===== src/rtl/deemph_iir_if.sv =====
// FIFO-side signals of the de-emphasis stage: upstream FWFT read port
// and downstream write port, grouped so the stage sees one bundle.
interface deemph_iir_if #(
    parameter int DATA_SIZE = 32
);
    logic [DATA_SIZE-1:0] x_in_dout;
    logic                 x_in_empty;
    logic                 x_in_rd_en;
    logic [DATA_SIZE-1:0] y_out_din;
    logic                 y_out_full;
    logic                 y_out_wr_en;

    modport master (
        input  x_in_dout,
        input  x_in_empty,
        input  y_out_full,
        output x_in_rd_en,
        output y_out_din,
        output y_out_wr_en
    );

    modport slave (
        output x_in_dout,
        output x_in_empty,
        output y_out_full,
        input  x_in_rd_en,
        input  y_out_din,
        input  y_out_wr_en
    );
endinterface


===== src/rtl/deemph_iir.sv =====
// First-order IIR de-emphasis: y = b0*x + b1*x[n-1] + a1*y[n-1],
// one sample per four cycles between two FIFOs.
module deemph_iir #(
    parameter int                   DATA_SIZE = 32,
    parameter int                   BITS      = 10,
    parameter logic [DATA_SIZE-1:0] B0        = 32'h000000B2,
    parameter logic [DATA_SIZE-1:0] B1        = 32'h000000B2,
    parameter logic [DATA_SIZE-1:0] A1        = 32'hFFFFFD66
) (
    input  logic          clock,
    input  logic          reset,
    deemph_iir_if.master  bus
);
    localparam int PW = 2 * DATA_SIZE;

    localparam logic signed [DATA_SIZE-1:0] C_B0 = B0;
    localparam logic signed [DATA_SIZE-1:0] C_B1 = B1;
    localparam logic signed [DATA_SIZE-1:0] C_A1 = A1;
    localparam logic signed [PW-1:0] RND =
        {{(PW-BITS){1'b0}}, {BITS{1'b1}}};

    typedef enum logic [1:0] {
        S_READ,
        S_MULT,
        S_SUM,
        S_WRITE
    } state_t;

    state_t state;
    state_t state_nx;

    logic signed [DATA_SIZE-1:0] x_cur;
    logic signed [DATA_SIZE-1:0] x_prev;
    logic signed [DATA_SIZE-1:0] y_prev;
    logic signed [DATA_SIZE-1:0] y_reg;
    logic signed [DATA_SIZE-1:0] y_sum;
    logic signed [PW-1:0]        p0;
    logic signed [PW-1:0]        p1;
    logic signed [PW-1:0]        p2;
    logic                        rd_en;
    logic                        wr_en;

    function automatic logic signed [PW-1:0] mul(
        input logic signed [DATA_SIZE-1:0] a,
        input logic signed [DATA_SIZE-1:0] b
    );
        return PW'(a) * PW'(b);
    endfunction

    // Signed divide by 2^BITS, rounding toward zero.
    function automatic logic signed [DATA_SIZE-1:0] dq(
        input logic signed [PW-1:0] p
    );
        logic signed [PW-1:0] r;
        r = p[PW-1] ? ((p + RND) >>> BITS) : (p >>> BITS);
        return r[DATA_SIZE-1:0];
    endfunction

    assign y_sum = dq(p0) + dq(p1) + dq(p2);

    // Strobes are held low while reset is asserted.
    assign rd_en = reset && (state == S_READ) && !bus.x_in_empty;
    assign wr_en = reset && (state == S_WRITE) && !bus.y_out_full;

    assign bus.x_in_rd_en  = rd_en;
    assign bus.y_out_wr_en = wr_en;
    assign bus.y_out_din   = y_reg;

    always_comb begin
        state_nx = state;
        unique case (state)
            S_READ:  if (rd_en) state_nx = S_MULT;
            S_MULT:  state_nx = S_SUM;
            S_SUM:   state_nx = S_WRITE;
            S_WRITE: if (wr_en) state_nx = S_READ;
            default: state_nx = S_READ;
        endcase
    end

    always_ff @(posedge clock or negedge reset) begin
        if (!reset) begin
            state  <= S_READ;
            x_cur  <= '0;
            x_prev <= '0;
            y_prev <= '0;
            y_reg  <= '0;
            p0     <= '0;
            p1     <= '0;
            p2     <= '0;
        end else begin
            state <= state_nx;
            case (state)
                S_READ: begin
                    if (rd_en) x_cur <= bus.x_in_dout;
                end
                S_MULT: begin
                    p0 <= mul(C_B0, x_cur);
                    p1 <= mul(C_B1, x_prev);
                    p2 <= mul(C_A1, y_prev);
                end
                S_SUM: begin
                    y_reg  <= y_sum;
                    x_prev <= x_cur;
                    y_prev <= y_sum;
                end
                default: ;
            endcase
        end
    end
endmodule


===== src/flat_wrapper.sv =====
// flat-port wrapper written by rule: the top's interface ports become plain ports
module deemph_iir_flat 
#(
    parameter int                   DATA_SIZE = 32,
    parameter int                   BITS      = 10,
    parameter logic [DATA_SIZE-1:0] B0        = 32'h000000B2,
    parameter logic [DATA_SIZE-1:0] B1        = 32'h000000B2,
    parameter logic [DATA_SIZE-1:0] A1        = 32'hFFFFFD66
)
  (clock, reset, bus_x_in_dout, bus_x_in_empty, bus_y_out_full, bus_x_in_rd_en, bus_y_out_din, bus_y_out_wr_en);
  deemph_iir_if #(.DATA_SIZE(DATA_SIZE)) bus_i ();
  input  logic clock;
  input  logic reset;
  input wire logic [$bits(bus_i.x_in_dout)-1:0] bus_x_in_dout;
  input wire logic [$bits(bus_i.x_in_empty)-1:0] bus_x_in_empty;
  input wire logic [$bits(bus_i.y_out_full)-1:0] bus_y_out_full;
  output wire logic [$bits(bus_i.x_in_rd_en)-1:0] bus_x_in_rd_en;
  output wire logic [$bits(bus_i.y_out_din)-1:0] bus_y_out_din;
  output wire logic [$bits(bus_i.y_out_wr_en)-1:0] bus_y_out_wr_en;
  assign bus_i.x_in_dout = bus_x_in_dout;
  assign bus_i.x_in_empty = bus_x_in_empty;
  assign bus_i.y_out_full = bus_y_out_full;
  assign bus_x_in_rd_en = bus_i.x_in_rd_en;
  assign bus_y_out_din = bus_i.y_out_din;
  assign bus_y_out_wr_en = bus_i.y_out_wr_en;
  deemph_iir #(.DATA_SIZE(DATA_SIZE), .BITS(BITS), .B0(B0), .B1(B1), .A1(A1)) u_core (.clock(clock), .reset(reset), .bus(bus_i));
endmodule

===== config.mk =====
export PLATFORM = sky130hd
export DESIGN_NAME = deemph_iir_flat
export DESIGN_NICKNAME = d
export VERILOG_FILES = /design/src/rtl/deemph_iir_if.sv /design/src/rtl/deemph_iir.sv /design/src/flat_wrapper.sv
export SDC_FILE = /design/constraint.sdc
export NUM_CORES = 2
export LEC_CHECK = 0
export CAP_MARGIN = 0
export CORE_UTILIZATION = 35
export DETAILED_ROUTE_END_ITERATION = 6
export PLACE_DENSITY = 0.64
export SLEW_MARGIN = 30
export SYNTH_ARGS = -nofsm -noshare
export SYNTH_HDL_FRONTEND = slang
export SYNTH_SLANG_ARGS = --single-unit
export TNS_END_PERCENT = 20

===== constraint.sdc =====
create_clock -name clock -period 4.8 [get_ports clock]
set_input_delay 0.48 -clock clock [delete_from_list [all_inputs] [get_ports clock]]
set_output_delay 0.48 -clock clock [all_outputs]
set_load 0.02 [all_outputs]

==> flow_summary.json <==
{
  "port_buffers": 69,
  "crit_buf_inv": 4,
  "rsz0062_at_grt": "true",
  "initialDrtViolationCount": 796,
  "cts_max_path_buffers": 3,
  "yosys_warnings": 0,
  "totalWireLength_mm": 65.2,
  "finalSetupViolCount": 21,
  "nNetsFinal": 4038,
  "fin_skew_ns": 0.0553,
  "cts.sinks": 220,
  "netlist_instances": 2919,
  "worst_path_max_delay_cell": "fa_1",
  "drive_gt1_share_pct": 18.0,
  "worstMarginPinSlew_ns": 0.817,
  "synth_area_leaders": "ha_1 21%, fa_1 20%, dfrtp_1 20%",
  "gp_congestion": 0.867,
  "antenna_cells": 0,
  "synth-main-ff-cell": "dfrtp_1",
  "detail_route.first_pass.iterations": 5,
  "fin_ws_ns": -0.319,
  "fin_crit_sh_pct": 107,
  "routed_via_density": 4.78,
  "crit_path_end_kind": "flop",
  "path_max_fanout": 5,
  "grt_pass1_vias": 21500,
  "period_minus_slack_ns": 5.12,
  "ios": 70,
  "routedWlPerCell_um": 15.1,
  "synth_fp_nets": 3709,
  "drv_slew": 0,
  "die_y_um": 285,
  "clk_latency_ns": 0.61,
  "synth_area_per_cell_um2": 9.63,
  "critical_path_class": "flop to flop",
  "cts_made_buffers": 30,
  "yosys.area.top_type": "ha_1",
  "final_common_cell": "inv_1",
  "startpoint_type": "flop",
  "die-area_um2": 81500,
  "vias": 20700,
  "antenna_found_initial": 0,
  "cap_violations": 0,
  "cts_root_buffer": "clkbuf_16",
  "violations": "negative setup slack",
  "final_core_util_pct": 42.7,
  "crit_path_frequent_cell": "fa_1",
  "placed_cells": 4244,
  "synth_edf_count": 0,
  "max_clock_freq_mhz": 195,
  "gr-total-overflow": 0,
  "grt_usage_pct": 16.3,
  "stdcell_count": 4319,
  "cp_slowest_stage_delay_ns": 0.55,
  "cts_tree": "built",
  "slew-limit-headroom_pct": 45.5,
  "crit_arrival_ns": 5.57,
  "syn_to_final_growth_pct": 20.2,
  "synth.distinct_cells": 75,
  "drc": 0,
  "die_w_um": 285,
  "syn_area_um2": 28100,
  "num_rows": 103,
  "status": "finished with violations",
  "start_util_pct": 35.5,
  "async_flop_share_pct": 100,
  "dpl.hpwl_mm": 54.4,
  "required_ns": 5.25,
  "hp-class": "input port to flop",
  "path_cells": "buf_4 -> ha_1 -> fa_1 -> fa_1 -> inv_1 -> fa_1 -> fa_1 -> inv_1 -> ha_1 -> a21o_1 -> a21oi_2 -> nand2_1 -> a21o_1 -> o21ai_2 -> o211ai_1 -> buf_4 -> a41o_1 -> xor2_1 -> mux2_4",
  "seq_area_frac_synth_pct": 19.6,
  "mostFrequentLayoutCells": "529 x inv_1, 448 x ha_1, 282 x buf_4",
  "rrSetupSlack_ns": -0.32,
  "postRouteAntennaNets": 0,
  "htree_levels": 1,
  "clkTransAtPathRegs_ns": 0.06,
  "grt_pass1_wl_mm": 109,
  "yosysTopAreaCellShare_pct": 21.2,
  "grt_max_degree": 72,
  "synth-seq-cells": 220,
  "timing.final.hold_violations": 0,
  "crit_family": "adder cells",
  "core_um2": 79300
}
flip-flops by register name, indices dropped and copies added (netlist names):
name and cells:
u_core.p1 40, u_core.p0 40, u_core.state 2, u_core.p2 42
u_core.y_prev 32, u_core.x_prev 32, u_core.x_cur 32
cell usage after synthesis, types with 9 or more instances:
library cell,instances
clkbuf_1,48
o211ai_1,18
xor2_1,96
inv_1,538
nand2_1,240
or3_1,12
nor2b_1,18
dfrtp_1,220
nor2_1,96
nand2b_1,12
xnor2_1,108
buf_1,10
nand3_1,62
a21oi_1,122
o31ai_1,9
nand3b_1,10
o21a_1,12
nor3_1,24
a31oi_1,23
and2_1,10
ha_1,476
o21bai_1,14
mux2_2,121
o21ai_0,78
a211oi_1,18
nand4_1,28
a21o_1,75
and3_1,21
fa_1,278
cell type report:
type | instances | area (um^2)
inverters | 541 | 2030
clock buffers | 42 | 876
fillers | 7666 | 45500
clock inverters | 11 | 136
well taps | 1050 | 1310
multi-input cells | 2098 | 21000
repair buffers | 357 | 2890
flip-flops and latches | 220 | 5530
worst reg2reg max path: cells and delay by family, from the launching register on:
family | cells | cell delay, ns
adders and majority gates | 6 | 2.69
AOI/OAI and AO/OA | 6 | 0.98
DFF | 1 | 0.44
buffers and inverters | 4 | 0.41
muxes | 1 | 0.26
xor gates and xnor gates | 1 | 0.14
and+or+nand+nor | 1 | 0.08
per-stage QoR:
step	setup slack, ns	area (um^2)	TNS [ns]	hold WS (ns)
floorplan	-0.247	28400	-2.43	0.184
global placement	-0.511	32100	-8.18	0.445
detailed placement	-0.542	32100	-8.65	0.448
CTS	-0.355	33500	-3.97	0.360
global route	-0.501	33800	-10.63	0.378
finish	-0.319	33800	-4.12	0.392
layer usage:
| metal | up-vias | global-route usage, % | routed length [um] |
|---|---|---|---|
| met5 | - | 0 | 0 |
| met4 | 0 | 3.13 | 1160 |
| met3 | 64 | 2.11 | 2010 |
| met2 | 232 | 27.9 | 31100 |
| met1 | 9983 | 22.1 | 30900 |
| li1 | 10400 | - | - |
timing repair:
| action | 4_1_cts | 5_1_grt |
|---|---|---|
| endpoints found under the setup margin | 34 | 51 |
| pin swaps | 61 | 45 |
| buffers inserted | 9 | 12 |
| hold buffers | 1 | 0 |
| gates resized for setup | 46 | 48 |
| hold endpoints to repair | 50 | 0 |
logic make-up after synthesis:
kind of cell             synth area share [%]
multiplexers                             5.14
adder cells (fa/ha/maj)                  41.0
AO/OA/AOI/OAI                            10.3
XOR/XNOR                                 6.35
AND/OR/NAND/NOR                          9.64
buffers and inverters                    8.05
flip-flops                               19.6
worst paths after layout:
check	from	end	cells after the start
worst min-delay path	bus_x_in_dout[10]	u_core.x_cur[10]	3
min in group asynchronous	reset	u_core.p0[11]	2
worst max register to register	u_core.y_prev[17]	u_core.p2[40]	19
max in group asynchronous	reset	u_core.x_cur[22]	4
worst max-delay path	u_core.y_prev[17]	u_core.p2[40]	19
worst min register to register	u_core.p2[8]	u_core.p2[8]	1
Power is left out: the tool's default activity adds up to more than one toggle a clock period on the data nets, which glitch-free logic cannot reach.
